`config.mk`:
```
export PLATFORM = sky130hd
export DESIGN_NAME = mux_sel_reg
export DESIGN_NICKNAME = d
export VERILOG_FILES = /design/src/rtl/mux_sel_pkg.sv /design/src/rtl/mux_rr_arb.sv /design/src/rtl/mux_sel_reg.sv
export SDC_FILE = /design/constraint.sdc
export NUM_CORES = 1
export LEC_CHECK = 0
export CORE_MARGIN = 8
export CORE_UTILIZATION = 25
export CTS_CLUSTER_DIAMETER = 150
export DETAILED_ROUTE_END_ITERATION = 10
export GPL_ROUTABILITY_DRIVEN = 0
export HOLD_SLACK_MARGIN = 0.15
export PLACE_DENSITY = 0.58
export SETUP_SLACK_MARGIN = 0.2
export SYNTH_ARGS = -nofsm -noshare
export SYNTH_HDL_FRONTEND = slang
export SYNTH_SLANG_ARGS = --single-unit
```
`constraint.sdc`:
```
create_clock -name clk -period 4.2 [get_ports clk]
set_input_delay 1.05 -clock clk [delete_from_list [all_inputs] [get_ports clk]]
set_output_delay 1.05 -clock clk [all_outputs]
set_load 0.02 [all_outputs]
```
`src/rtl/mux_sel_pkg.sv`:
```
// Shared definitions for the registered source selector: mode encodings,
// output-stage state type and the round-robin search function.
package mux_sel_pkg;

  localparam logic MODE_DIRECT = 1'b0;
  localparam logic MODE_RR     = 1'b1;

  // Widest configuration the round-robin search supports.
  localparam int RR_MAX_IN = 16;
  localparam int RR_IDX_W  = 4;

  typedef enum logic {
    ST_EMPTY = 1'b0,
    ST_FULL  = 1'b1
  } out_state_e;

  // First set bit of valid searching upward from ptr, wrapping modulo n.
  // Returns {found, index}.
  function automatic logic [RR_IDX_W:0] rr_pick(
    input logic [RR_MAX_IN-1:0] valid,
    input logic [RR_IDX_W-1:0]  ptr,
    input int                   n
  );
    logic                found;
    logic [RR_IDX_W-1:0] idx;
    int                  j;
    found = 1'b0;
    idx   = '0;
    j     = 0;
    for (int i = 0; i < RR_MAX_IN; i++) begin
      if (i < n) begin
        j = int'(ptr) + i;
        if (j >= n) j = j - n;
        if (!found && valid[j]) begin
          found = 1'b1;
          idx   = j[RR_IDX_W-1:0];
        end
      end
    end
    return {found, idx};
  endfunction

endpackage

```
`src/rtl/mux_rr_arb.sv`:
```
// Combinational round-robin picker: valid vector plus search pointer in,
// one-hot grant, winner index and found flag out. Holds no state.
module mux_rr_arb #(
  parameter int N_IN  = 5,
  parameter int SEL_W = $clog2(N_IN)
) (
  input  logic [N_IN-1:0]  valid_i,
  input  logic [SEL_W-1:0] ptr_i,
  output logic [N_IN-1:0]  grant_o,
  output logic [SEL_W-1:0] idx_o,
  output logic             found_o
);
  import mux_sel_pkg::*;

  localparam logic [RR_IDX_W:0] N_LIM = (RR_IDX_W+1)'(N_IN);

  logic [RR_MAX_IN-1:0] valid_ext;
  logic [RR_IDX_W-1:0]  ptr_ext;
  logic [RR_IDX_W:0]    pick;

  always_comb begin
    valid_ext             = '0;
    valid_ext[N_IN-1:0]   = valid_i;
    ptr_ext               = '0;
    ptr_ext[SEL_W-1:0]    = ptr_i;
    pick                  = rr_pick(valid_ext, ptr_ext, N_IN);
  end

  assign idx_o = pick[SEL_W-1:0];
  // The picked index is always below N_IN; folding that in ties the full index into found_o.
  assign found_o = pick[RR_IDX_W] && ({1'b0, pick[RR_IDX_W-1:0]} < N_LIM);

  generate
    for (genvar gi = 0; gi < N_IN; gi++) begin : g_grant
      assign grant_o[gi] = found_o && (idx_o == SEL_W'(gi));
    end
  endgenerate

endmodule

```
`src/rtl/mux_sel_reg.sv`:
```
// Registered N:1 operand-source selector with latched select, round-robin mode
// and a one-entry valid/ready output register. MUX_SEL_REG_PARITY_EN adds out_parity.
module mux_sel_reg
  import mux_sel_pkg::*;
#(
  parameter  int DATA_W = 8,
  parameter  int N_IN   = 5,
  localparam int SEL_W  = $clog2(N_IN)
) (
  input  logic                   clk,
  input  logic                   reset,
  input  logic [N_IN*DATA_W-1:0] in_data,
  input  logic [N_IN-1:0]        in_valid,
  output logic [N_IN-1:0]        in_ready,
  input  logic [SEL_W-1:0]       select,
  input  logic                   sel_load,
  input  logic                   mode,
  output logic [DATA_W-1:0]      out_data,
  output logic [SEL_W-1:0]       out_sel,
  output logic                   out_valid,
  input  logic                   out_ready,
  output logic                   sel_err
`ifdef MUX_SEL_REG_PARITY_EN
  ,
  output logic                   out_parity
`endif
);

  localparam logic [SEL_W:0]   N_IN_L   = (SEL_W+1)'(N_IN);
  localparam logic [SEL_W-1:0] LAST_IDX = SEL_W'(N_IN-1);

  logic [DATA_W-1:0] ch_data [N_IN];
  logic [N_IN-1:0]   dir_grant;
  logic [N_IN-1:0]   rr_grant;
  logic [SEL_W-1:0]  rr_idx;
  logic              rr_found;

  out_state_e        state_q, state_d;
  logic [SEL_W-1:0]  sel_q, sel_d;
  logic [SEL_W-1:0]  ptr_q, ptr_d;
  logic [SEL_W-1:0]  out_sel_q, out_sel_d;
  logic [DATA_W-1:0] out_data_q, out_data_d;
  logic              sel_err_q, sel_err_d;

  logic [SEL_W-1:0]  win_idx;
  logic              win_found;
  logic              capture;
  logic              sel_in_range;

  generate
    for (genvar gi = 0; gi < N_IN; gi++) begin : g_chan
      assign ch_data[gi]   = in_data[gi*DATA_W +: DATA_W];
      assign dir_grant[gi] = in_valid[gi] && (sel_q == SEL_W'(gi));
    end
  endgenerate

  mux_rr_arb #(
    .N_IN  (N_IN),
    .SEL_W (SEL_W)
  ) u_rr_arb (
    .valid_i (in_valid),
    .ptr_i   (ptr_q),
    .grant_o (rr_grant),
    .idx_o   (rr_idx),
    .found_o (rr_found)
  );

  always_comb begin
    win_found    = 1'b0;
    win_idx      = sel_q;
    if (mode == MODE_RR) begin
      win_found = rr_found;
      win_idx   = rr_idx;
    end else begin
      win_found = in_valid[sel_q];
    end

    capture      = win_found && ((state_q == ST_EMPTY) || out_ready);

    state_d      = state_q;
    out_data_d   = out_data_q;
    out_sel_d    = out_sel_q;
    ptr_d        = ptr_q;
    if (capture) begin
      state_d    = ST_FULL;
      out_data_d = ch_data[win_idx];
      out_sel_d  = win_idx;
      if (mode == MODE_RR) begin
        ptr_d = (win_idx == LAST_IDX) ? '0 : win_idx + 1'b1;
      end
    end else if ((state_q == ST_FULL) && out_ready) begin
      state_d    = ST_EMPTY;
    end

    // A load only affects captures from the next cycle on.
    sel_in_range = ({1'b0, select} < N_IN_L);
    sel_d        = (sel_load && sel_in_range) ? select : sel_q;
    sel_err_d    = sel_load && !sel_in_range;

    in_ready     = '0;
    if (capture && !reset) begin
      in_ready = (mode == MODE_RR) ? rr_grant : dir_grant;
    end
  end

  always_ff @(posedge clk or posedge reset) begin
    if (reset) begin
      state_q    <= ST_EMPTY;
      sel_q      <= '0;
      ptr_q      <= '0;
      out_sel_q  <= '0;
      out_data_q <= '0;
      sel_err_q  <= 1'b0;
    end else begin
      state_q    <= state_d;
      sel_q      <= sel_d;
      ptr_q      <= ptr_d;
      out_sel_q  <= out_sel_d;
      out_data_q <= out_data_d;
      sel_err_q  <= sel_err_d;
    end
  end

  assign out_valid = (state_q == ST_FULL);
  assign out_data  = out_data_q;
  assign out_sel   = out_sel_q;
  assign sel_err   = sel_err_q;

`ifdef MUX_SEL_REG_PARITY_EN
  logic parity_q, parity_d;

  always_comb begin
    parity_d = parity_q;
    if (capture) parity_d = ^ch_data[win_idx];
  end

  always_ff @(posedge clk or posedge reset) begin
    if (reset) parity_q <= 1'b0;
    else       parity_q <= parity_d;
  end

  assign out_parity = parity_q;
`endif

endmodule
```
==> results of run 1 <==
[state kept, by name, summed over array words and instances, names as in the netlist]
signal     cells
ptr_q          3
sel_q          3
sel_err        1
out_valid      1
out_data       8
out_sel        3
[Yosys cell counts (3+ instances only)]
| cell | n |
|---|---|
| mux2_2 | 10 |
| nand2_1 | 41 |
| clkbuf_1 | 3 |
| nor2_1 | 18 |
| a32o_1 | 3 |
| buf_2 | 5 |
| a21oi_1 | 19 |
| or2_2 | 3 |
| mux2i_1 | 9 |
| o21ai_0 | 12 |
| nor2b_1 | 5 |
| clkbuf_8 | 3 |
| dfrtp_1 | 19 |
| nand3_1 | 4 |
| ha_1 | 18 |
| o211ai_1 | 3 |
| a211oi_1 | 3 |
| xnor2_1 | 4 |
| mux2_4 | 9 |
| inv_1 | 15 |
| nor3_1 | 5 |
| a211o_1 | 4 |
| nand2b_1 | 6 |
| mux4_2 | 3 |
| buf_6 | 5 |
| a31oi_1 | 8 |
| nand3b_1 | 3 |
| nand4_1 | 5 |
| a221o_1 | 8 |
[area by class of cell]
type / count / area, sq um / share of cell area
Clock buffer: 3 / 41.3 / 0.00886
Clock inverter: 1 / 5.00 / 0.00107
Inverter: 15 / 61.3 / 0.0132
Multi-Input combinational cell: 253 / 2340 / 0.503
Timing Repair Buffer: 172 / 1560 / 0.335
Tap cell: 136 / 170 / 0.0365
Sequential cell: 19 / 479 / 0.103
[how the worst max path moves through the flow]
| stage | cells past startpoint | end | from |
|---|---|---|---|
| 2_1_floorplan | 13 | in_ready[2] | ptr_q[1] |
| 3_3_place_gp | 12 | in_ready[2] | in_valid[3] |
| 3_5_place_dp | 12 | in_ready[2] | in_valid[3] |
| 4_1_cts | 15 | in_ready[0] | ptr_q[1] |
| 5_1_grt | 15 | in_ready[2] | ptr_q[1] |
| 6_report | 15 | in_ready[2] | ptr_q[1] |
[what timing repair did]
item / in CTS / in global routing
hold buffers: 0 / 0
gates cloned: 0 / 1
gates resized for setup: 81 / 23
buffers inserted: 15 / 5
pin swaps: 30 / 20
endpoints found under the setup margin: 16 / 16
[metal layers]
layer	vias to the layer above	part of all wire
li1	1461	-
met1	1403	0.45
met2	55	0.50
met3	10	0.036
met4	0	0.014
met5	-	0
[metrics by stage]
step	instances	hold slack [ns]	setup TNS, ns
floorplan	306	0.507	-0.745
global placement	574	0.466	-9.75
detailed placement	574	0.474	-10.18
CTS	593	0.498	-2.14
global route	599	0.520	-2.76
finish	599	0.498	-2.13
[cell families after synthesis]
kind of cell / after synthesis / share of synthesized area
AND/OR/NAND/NOR: 104 / 0.198
AO/OA/AOI/OAI: 92 / 0.272
buffers and inverters: 34 / 0.0789
multiplexers: 32 / 0.161
adder cells (fa/ha/maj): 19 / 0.0921
flip-flops: 19 / 0.179
XOR/XNOR: 6 / 0.0197
[worst max-delay path, cell delays in order, from the launching register on]
cell and delay, ns:
dfrtp_2 0.46, inv_4 0.09, ha_4 0.17, inv_1 0.05
ha_2 0.20, a21oi_4 0.19, xnor2_2 0.17, mux2_4 0.34
o221a_4 0.31, nor3_4 0.25, nand3_2 0.12, a2bb2oi_2 0.16
nor2b_1 0.15, or3b_4 0.41, a21oi_4 0.14, buf_6 0.13
==> qor.yml, run 1 <==
synth:
  ys_seq_area_frac: 0.179
  synth_area_sq_um: 2660
  syn_avg_cell_area_sq_um: 8.70
  synth-seq-cells: 19
  yosysWarnings: 0
  synthFlopType: "dfrtp_1"
  synth_top_cell_by_area: "dfrtp_1"
  yosys.area.top_type_share: 0.179
  synth-async-reset-ratio: 1.00
  synthesis.nets: 378
  synthTopCellsByArea: "dfrtp_1, ha_1, nand2_1"
  syn_inst: 306
  synth_edf_count: 0
  synth_cell_types: 71
finish:
  fillers: 1002
  layout_common_cells: "buf_4, clkdlybuf4s50_1, nand2_1"
  syn_to_final_growth_pct: 75.0
  nNetsFinal: 536
  drive_gt1_frac: 0.441
  final_common_cell: "buf_4"
  final_util: 0.451
  final_area_sq_um: 4660
  diodes: 0
setup_path:
  start_kind: "flip-flop"
  worstPathMaxFanout: 4
  worstSetupPathType: "flip-flop to primary output"
  required_ns: 3.15
  crit_arrival_ns: 3.61
  ff2ff_path_depth: 17
  critPathCaptureType: "primary output"
  r2r-start: "ptr_q[0]"
  rrSetupSlack_ns: 0.20
  r2r-end: "out_data[5]"
run:
  maxCapViolCount: 0
detailed_routing:
  ant_nets: 0
  first_iter_violations: 135
  vias: 2929
  routed_wl_microns: 9470
  wl_per_cell_microns: 15.8
  drt-vias-per-instance: 4.89
  drc: 0
  dr.pass1.iters: 5
global_routing:
  met3_usage: 0.0246
  track_usage: 0.129
  grt_max_degree: 20
  overflow: 0
  grt_pass1_vias: 3109
  met2_usage: 0.231
  grt_use_met1: 0.157
  grt.busiest_layer: "met2"
  grt_pass1_wl_microns: 15400
  antenna_found_initial: 0
floorplan:
  num_rows: 37
  io-pin-count: 71
  fp.dieW_microns: 119
  die_area_sq_um: 14200
  die_height_microns: 119
  coreArea_sq_um: 10300
  initial_core_util: 0.258
placed_design:
  place_area_sq_um: 4130
  hpwlAfterDp_microns: 7350
  io_buffers: 70
  dp_slack_ns: -1.41
clock_network:
  cts_made_buffers: 3
  clkSlewWorstSetupHoldPaths_ns: 0.07
  clock_sinks: 19
  h-tree-depth: 1
  clock_path_buffers: 2
  clk_latency_ns: 0.26
  cts_root_buf: "clkbuf_8"
  cts_tree: "yes"
hold_path:
  min_path_cells: 1
  worstHoldPathType: "flip-flop to flip-flop"
  hold_start: "out_sel[1]"
  hold_end: "out_sel[1]"
timing:
  setup_viol: 5
  finalHoldViolations: 0
  finalCritPeriodShare: 1.11
  worst_pin_slew_ns: 0.359
  rsz0062_at_grt: "yes"
  finalWorstSetupSlack_ns: -0.464
  slew_headroom: 0.761
  fin_skew_ns: 0.00189
  period_minus_slack_ns: 4.66
  max_freq_mhz: 214
  drv_slew: 0
status:
  status: "finished, violations left"
  violations: "setup timing"
Power of run 1 is not shown: default switching activity piles up to over one toggle a cycle in this logic, so the estimate is an artifact.
==> inputs of run 2 (changes only) <==
--- a/config.mk
+++ b/config.mk
@@ -7,10 +7,10 @@
 export LEC_CHECK = 0
 export CORE_MARGIN = 8
-export CORE_UTILIZATION = 25
+export CORE_UTILIZATION = 30
 export CTS_CLUSTER_DIAMETER = 150
 export DETAILED_ROUTE_END_ITERATION = 10
 export GPL_ROUTABILITY_DRIVEN = 0
 export HOLD_SLACK_MARGIN = 0.15
-export PLACE_DENSITY = 0.58
+export PLACE_DENSITY = 0.66
 export SETUP_SLACK_MARGIN = 0.2
 export SYNTH_ARGS = -nofsm -noshare
==> constraint.sdc (replaced) <==
create_clock -name clk -period 4.2 [get_ports clk]
set_input_delay 0.84 -clock clk [delete_from_list [all_inputs] [get_ports clk]]
set_output_delay 0.84 -clock clk [all_outputs]
set_load 0.02 [all_outputs]
==> run 2 against run 1 <==
Compared with the run above:
- the run still ends with setup timing left
- via count grew 3.9%
- critical endpoint unchanged
- wire length grew 7.0%
- utilization up 8.8 points
- clock skew is 0.0065 ns higher
- largest cell class unchanged
- die area is 15% lower
- first-iteration DRC count decreased by 13%
- non-clock buffer count rose by 9
- sequential share of layout area hardly changed
- setup slack improved by 0.14 ns
- count of clock-buffer cells in the layout unchanged
- worst hold slack better by 0.0055 ns
==> qor.yml, run 2 (same netlist as run 1, synthesis figures left out) <==
status:
  status: "finished, violations left"  # unchanged
  violations: "setup timing"  # unchanged
timing:
  finalWorstSetupSlack_ns: -0.328  # was -0.464 ns
  fin_skew_ns: 0.00841  # was 0.00189 ns
  finalCritPeriodShare: 1.08  # was 1.11
  max_freq_mhz: 221  # was 214 MHz
  worst_pin_slew_ns: 0.423  # was 0.359 ns
  period_minus_slack_ns: 4.53  # was 4.66 ns
  setup_viol: 5  # unchanged
  finalHoldViolations: 0  # unchanged
  rsz0062_at_grt: "yes"  # unchanged
  slew_headroom: 0.718  # was 0.761
  fin_tns_setup_ns: -1.13  # was -2.13 ns
  drv_slew: 0  # unchanged
global_routing:
  track_usage: 0.163  # was 0.129
  met2_usage: 0.292  # was 0.231
  antenna_found_initial: 0  # unchanged
  overflow: 0  # unchanged
  grt_use_met1: 0.179  # was 0.157
  grt.busiest_layer: "met2"  # unchanged
  grt_pass1_vias: 3402  # was 3109
  grt_pass1_wl_microns: 15900  # was 15400 microns
  met3_usage: 0.0459  # was 0.0246
  grt_max_degree: 20  # unchanged
hold_path:
  min_path_cells: 2  # was 1
  hold_start: "out_sel[0]"  # was out_sel[1]
  hold_end: "out_sel[0]"  # was out_sel[1]
  worstHoldPathType: "flip-flop to flip-flop"  # unchanged
setup_path:
  start_kind: "flip-flop"  # unchanged
  path_cells: "inv_4 -> ha_4 -> ha_4 -> a211o_1 -> mux2i_4 -> a32oi_1 -> a211o_2 -> o41ai_4 -> a2bb2oi_2 -> nor2b_2 -> or3b_4 -> a21oi_4 -> buf_6"  # was inv_4 -> ha_4 -> inv_1 -> ha_2 -> a21oi_4 -> xnor2_2 -> mux2_4 -> o221a_4 -> nor3_4 -> nand3_2 -> a2bb2oi_2 -> nor2b_1 -> or3b_4 -> a21oi_4 -> buf_6
  ff2ff_path_depth: 17  # unchanged
  critPathCaptureType: "primary output"  # unchanged
  cp_common_cell: "ha_4"  # was a21oi_4
  rrSetupSlack_ns: 0.06  # was 0.20 ns
  required_ns: 3.36  # was 3.15 ns
  crit_arrival_ns: 3.69  # was 3.61 ns
  worstSetupPathType: "flip-flop to primary output"  # unchanged
  r2r-end: "out_data[5]"  # unchanged
  r2r-start: "ptr_q[1]"  # was ptr_q[0]
  worstPathMaxFanout: 5  # was 4
  slowest_delay_ns: 0.47  # was 0.46 ns
  crit_path_top_delay_cell: "dfrtp_2"  # unchanged
finish:
  final_util: 0.539  # was 0.451
  nNetsFinal: 545  # was 536
  largest_register_ffs: 8  # unchanged
  final_common_cell: "buf_4"  # unchanged
  fillers: 768  # was 1002
  layout_common_cells: "buf_4, clkdlybuf4s50_1, nand2_1"  # unchanged
  drive_gt1_frac: 0.449  # was 0.441
  syn_to_final_growth_pct: 75.8  # was 75.0%
  stdcell_count: 580  # was 599
  diodes: 0  # unchanged
detailed_routing:
  dr.pass1.iters: 4  # was 5
  first_iter_violations: 118  # was 135
  wl_per_cell_microns: 17.5  # was 15.8 microns
  ant_nets: 0  # unchanged
  drt-vias-per-instance: 5.25  # was 4.89
  routed_wl_microns: 10100  # was 9470 microns
  vias: 3043  # was 2929
  drc: 0  # unchanged
floorplan:
  fp.dieW_microns: 110  # was 119 microns
  io-pin-count: 71  # unchanged
  die_height_microns: 110  # was 119 microns
  num_rows: 34  # was 37
  initial_core_util: 0.307  # was 0.258
  coreArea_sq_um: 8680  # was 10300 sq um
  die_area_sq_um: 12100  # was 14200 sq um
placed_design:
  hpwlAfterDp_microns: 7280  # was 7350 microns
  io_buffers: 70  # unchanged
  dp_cells: 540  # was 574
clock_network:
  h-tree-depth: 1  # unchanged
  clk_latency_ns: 0.26  # about the same
  clock_path_buffers: 2  # unchanged
  cts_root_buf: "clkbuf_8"  # unchanged
  cts_tree: "yes"  # unchanged
  clkSlewWorstSetupHoldPaths_ns: 0.08  # was 0.07 ns
  clock_sinks: 19  # unchanged
  ctsHoldBuffers: 0  # unchanged
  cts_made_buffers: 3  # unchanged
run:
  maxCapViolCount: 0  # unchanged
-- run 2: area by class of cell --
| class | instances | area [sq um] | area share |
|---|---|---|---|
| inverters | 15 | 63.8 | 0.0136 |
| repair buffers | 181 | 1650 | 0.352 |
| flip-flops and latches | 19 | 479 | 0.102 |
| multi-input cells | 253 | 2310 | 0.493 |
| well taps | 108 | 135 | 0.0289 |
| clock buffers | 3 | 41.3 | 0.00882 |
| clock inverters | 1 | 5.00 | 0.00107 |
-- run 2: routing by layer --
| metal | vias up | part of all wire |
|---|---|---|
| met2 | 124 | 0.50 |
| met5 | - | 0 |
| li1 | 1473 | - |
| met1 | 1421 | 0.39 |
| met3 | 25 | 0.085 |
| met4 | 0 | 0.025 |
-- run 2: repair_timing --
action	CTS	global route
pin swaps	20	15
setup endpoints to repair	16	16
setup buffers	22	12
gates resized for setup	56	24
gates cloned	2	0
-- run 2: worst max-delay path, delay by kind of cell, from the launching register on --
family / cells / cell delay (ns)
flip-flops: 1 / 0.47
AND/OR/NAND/NOR: 2 / 0.58
buffers and inverters: 2 / 0.24
multiplexers: 1 / 0.19
adder cells (fa/ha/maj): 2 / 0.40
AO/OA/AOI/OAI: 6 / 1.55
-- run 2: how the worst max path moves through the flow --
stage | startpoint | end | slack (ns) | cells after the start
CTS | ptr_q[1] | in_ready[2] | -0.22 | 15
finish | ptr_q[1] | in_ready[2] | -0.33 | 13
global route | ptr_q[1] | in_ready[2] | -0.42 | 15
global placement | in_valid[3] | in_ready[2] | -0.84 | 12
detailed placement | in_valid[3] | in_ready[2] | -0.89 | 12
floorplan | ptr_q[1] | in_ready[4] | 0.13 | 12
-- run 2: stage by stage --
step           hold WS [ns]  instance area, sq um  setup slack, ns
2_1_floorplan         0.507                  2850            0.128
3_3_place_gp          0.459                  4100           -0.837
3_5_place_dp          0.469                  4100           -0.892
4_1_cts               0.489                  4490           -0.220
5_1_grt               0.522                  4680           -0.416
6_report              0.504                  4680           -0.328
Power of run 2 is left out for the same reason.
